## src/rtl/lowest_set.sv

```systemverilog
// Priority encoder: index of the lowest set bit plus an all-clear flag.
module lowest_set #(
  parameter int unsigned W  = 8,
  parameter int unsigned IW = 3
) (
  input  logic [W-1:0]  vec,
  output logic [IW-1:0] idx,
  output logic          none
);

  // Scan from the top down so the lowest set bit is the last one written.
  always_comb begin
    idx  = '0;
    none = 1'b1;
    for (int unsigned i = W; i > 0; i--) begin
      if (vec[i-1]) begin
        idx  = IW'(i - 1);
        none = 1'b0;
      end
    end
  end

endmodule

```

## config.mk

```make
export PLATFORM = sky130hd
export DESIGN_NAME = lowest_set
export DESIGN_NICKNAME = d
export VERILOG_FILES = /design/src/rtl/lowest_set.sv
export SDC_FILE = /design/constraint.sdc
export NUM_CORES = 1
export LEC_CHECK = 0
export CELL_PAD_IN_SITES_DETAIL_PLACEMENT = 1
export CELL_PAD_IN_SITES_GLOBAL_PLACEMENT = 1
export CORE_AREA = 2 2 39 41
export DETAILED_ROUTE_END_ITERATION = 10
export DIE_AREA = 0 0 41 43
export MAX_ROUTING_LAYER = met4
export PLACE_DENSITY = 0.53
export SYNTH_ARGS = -nofsm -noshare
export SYNTH_HDL_FRONTEND = slang
export SYNTH_SLANG_ARGS = --single-unit
```

## constraint.sdc

```tcl
create_clock -name vclk -period 0.8
set_clock_uncertainty 0.05 [all_clocks]
set_input_delay 0.12 -clock vclk [all_inputs]
set_output_delay 0.12 -clock vclk [all_outputs]
set_load 0.01 [all_outputs]
```

# Word-level counts from Yosys, hierarchy flattened
# Index checks and enable logic that the tools add are counted.
# totals
register_bits	0
in_bits	8
output_inout_bits	4
wordCells	16
# classes
n_mux	16
# ops
operator	n
$mux 3	8
$mux 1	8

# Depth between registers and ports, before layout
# logic_depth
depth_word	8
depth_mapped	3

# Least setup slack after synthesis
# No wires, ideal clock.
# synth_timing
path_kind	in2out
startpoint	in vec[2]
endpoint	out idx[0]
arrival_ns	0.536
required_ns	0.630
slack_ns	0.094
cell_stages	1
n_path_buf	0
path_cell_list	o41ai_2
# synth_between
elab_chain_len	3
# synth_lines
item	line_no	text
start: declaration	6	input logic [W-1:0] vec,
$mux 3 (3 in series)	16	if (vec[i-1]) begin
end: declaration	7	output logic [IW-1:0] idx,
# No other way between the ends.

# Final worst setup path
# layout_timing
startpoint	in vec[3]
endpoint	out idx[0]
# layout_between
elab_chain_len	4
# layout_lines
item	line_no
$mux 3 (4 in series)	16
# No other way between the ends.

==> impl_metrics.py <==
metrics = {
    "run_status": {
        "status": "finished with violations",
        "violations": "negative setup slack",
    },
    "finish": {
        "numSequentialCells": 0,
        "drive_gt1_share_pct": 85.2,
        "nNetsFinal": 37,
        "mostFrequentLayoutCells": "5 x buf_6, 5 x buf_2, 4 x nor2_4",
        "instances_no_fill": 43,
        "regArea_sq_um": 0,
        "clockBufferCount": 0,
        "syn_to_final_growth_pct": 223,
        "final_core_util_pct": 20.2,
        "finalInstanceArea_sq_um": 279,
        "antenna_cells": 0,
    },
    "placement": {
        "gp_congestion": 0.625,
        "dpl.hpwl_um": 378,
        "portBuffers": 12,
        "postPlaceCellArea_sq_um": 226,
        "dp.cells": 42,
    },
    "grt": {
        "grt_first_pass_wirelength_um": 655,
        "track_usage_pct": 5.12,
        "grt_pass1_vias": 176,
        "grt-ovfl-total": 0,
        "antenna_found_initial": 0,
        "grt_max_degree": 4,
    },
    "drt": {
        "via_per_inst": 3.72,
        "wl_per_cell_um": 10.7,
        "drc": 0,
        "wl_um": 458,
        "vias": 160,
        "antenna_left": 0,
        "drt_iter0_drc": 0,
        "dr.pass1.iters": 1,
    },
    "critical_path": {
        "critical_path.slowest_cell": "o21bai_1",
        "path_max_fanout": 2,
        "crit_start": "vec[3]",
        "required_ns": 0.63,
        "critical_path.startpoint_type": "input pin",
        "arrival_ns": 0.74,
        "critical_path_class": "input pin to output port",
        "cp_cell_sequence": "buf_8, nor2b_4, o21bai_1, o41ai_2, buf_2",
        "max_stage_delay_ns": 0.16,
        "endpoint": "idx[0]",
        "critPathCaptureType": "output port",
    },
    "timing": {
        "worst_pin_slew_ns": 0.230,
        "slew_headroom_pct": 84.5,
        "drv_slew": 0,
        "setup_viol_count_final": 4,
        "setup_ws_ns": -0.110,
        "final.setup.tns_ns": -0.219,
        "finalCritPeriodShare_pct": 114,
        "hold_viol": 0,
        "min_period_ns": 0.910,
        "fmax_ghz": 1.10,
        "rsz0062_at_grt": "true",
    },
    "synthesis": {
        "yosysWarnings": 0,
        "synth_area_leaders": "o41ai_2 19%, nor2_1 13%, a21oi_1 12%",
        "synth_cells": 14,
        "yosysTopAreaCell": "o41ai_2",
        "ys_seq_area_share_pct": 0,
        "synthDistinctLibCells": 11,
        "syn_avg_cell_area_sq_um": 6.17,
        "synth_top_area_share_pct": 18.8,
        "netlist_area_sq_um": 86.3,
        "synth_nets": 22,
    },
    "floorplan": {
        "start_util_pct": 6.24,
        "ios": 12,
        "rows": 14,
        "core-area_sq_um": 1380,
        "dieArea_sq_um": 1760,
        "die_y_um": 43,
        "die_w_um": 41,
    },
    "power_and_ir_drop": {
        "power_frac_clock_pct": 0,
        "sequentialPowerShare_pct": 0,
        "p_int_uw": 76.2,
        "power_frac_comb_pct": 100.0,
        "p_per_area_nw_per_um2": 470,
        "switching_share_pct": 41.9,
        "switchingPower_uw": 54.9,
        "p_total_uw": 131,
        "p_leak_uw": 0.000122,
        "ir_drop_uv": 113,
    },
    "min_path": {
        "hold_class": "input pin to output port",
    },
    "clocking": {
        "cts-hold-fix-buffers": 0,
    },
    "run": {
        "maxCapViolations": 0,
    },
}
synth_stat cells:
cell      instances
nor2b_1           1
a21oi_1           2
o41ai_2           1
nor2_1            3
o21bai_1          1
o21ai_1           1
nor2_2            1
a21boi_1          1
inv_1             1
and4_1            1
nand2_1           1
critical path: cells and delay by family:
kind	cells	cell delay (ns)
simple gates	1	0.11
compound gates	2	0.26
buf+inv	2	0.25
worst min-delay path by stage:
stage                       from  endpoint  slack [ns]  depth (start not counted)
after CTS                 vec[4]    idx[0]        0.52                          3
final                     vec[0]    idx[0]        0.48                          3
after global routing      vec[0]    idx[0]        0.49                          3
after global placement    vec[0]    idx[0]        1.26                          3
after detailed placement  vec[0]    idx[0]        1.29                          3
after floorplan           vec[0]    idx[0]        0.26                          1
layout make-up:
type / instances / area (sq um)
fill: 169 / 1100
inverter: 1 / 3.75
multi-input combinational: 13 / 129
tap: 16 / 20.0
timing repair buffer: 13 / 126
stage by stage:
step / hold slack [ns] / worst slack, ns
2_1_floorplan: 0.259 / 0.0940
3_3_place_gp: 1.26 / -0.899
3_5_place_dp: 1.29 / -0.928
4_1_cts: 0.522 / -0.192
5_1_grt: 0.490 / -0.152
6_report: 0.477 / -0.110
power by group through the flow:
stage               clock [uW]  sequential [uW]  combinational [uW]
global placement             0                0                96.5
CTS                          0                0                91.5
global route                 0                0                 141
floorplan                    0                0                29.4
detailed placement           0                0                 101
finish                       0                0                 131
per-layer routing:
metal / up-vias / GRT usage [%] / part of all wire (%)
met3: 0 / 0.524 / 15
li1: 78 / - / -
met5: - / - / 0
met4: 0 / 0 / 0
met1: 72 / 5.70 / 33
met2: 10 / 9.69 / 52
cell families (layout without fill, tap and decap cells):
logic type | Yosys count | in the layout | share of synthesized area [%]
buf+inv | 1 | 14 | 4.34
compound gates | 6 | 6 | 53.6
simple gates | 7 | 7 | 42.0
timing repair:
item	in CTS	in global routing
cloned	0	0
resized for setup	56	23
pin swaps	7	7
setup buffers	1	0
setup endpoints to repair	4	4
Note: power is estimated with default switching activity, not from simulation.
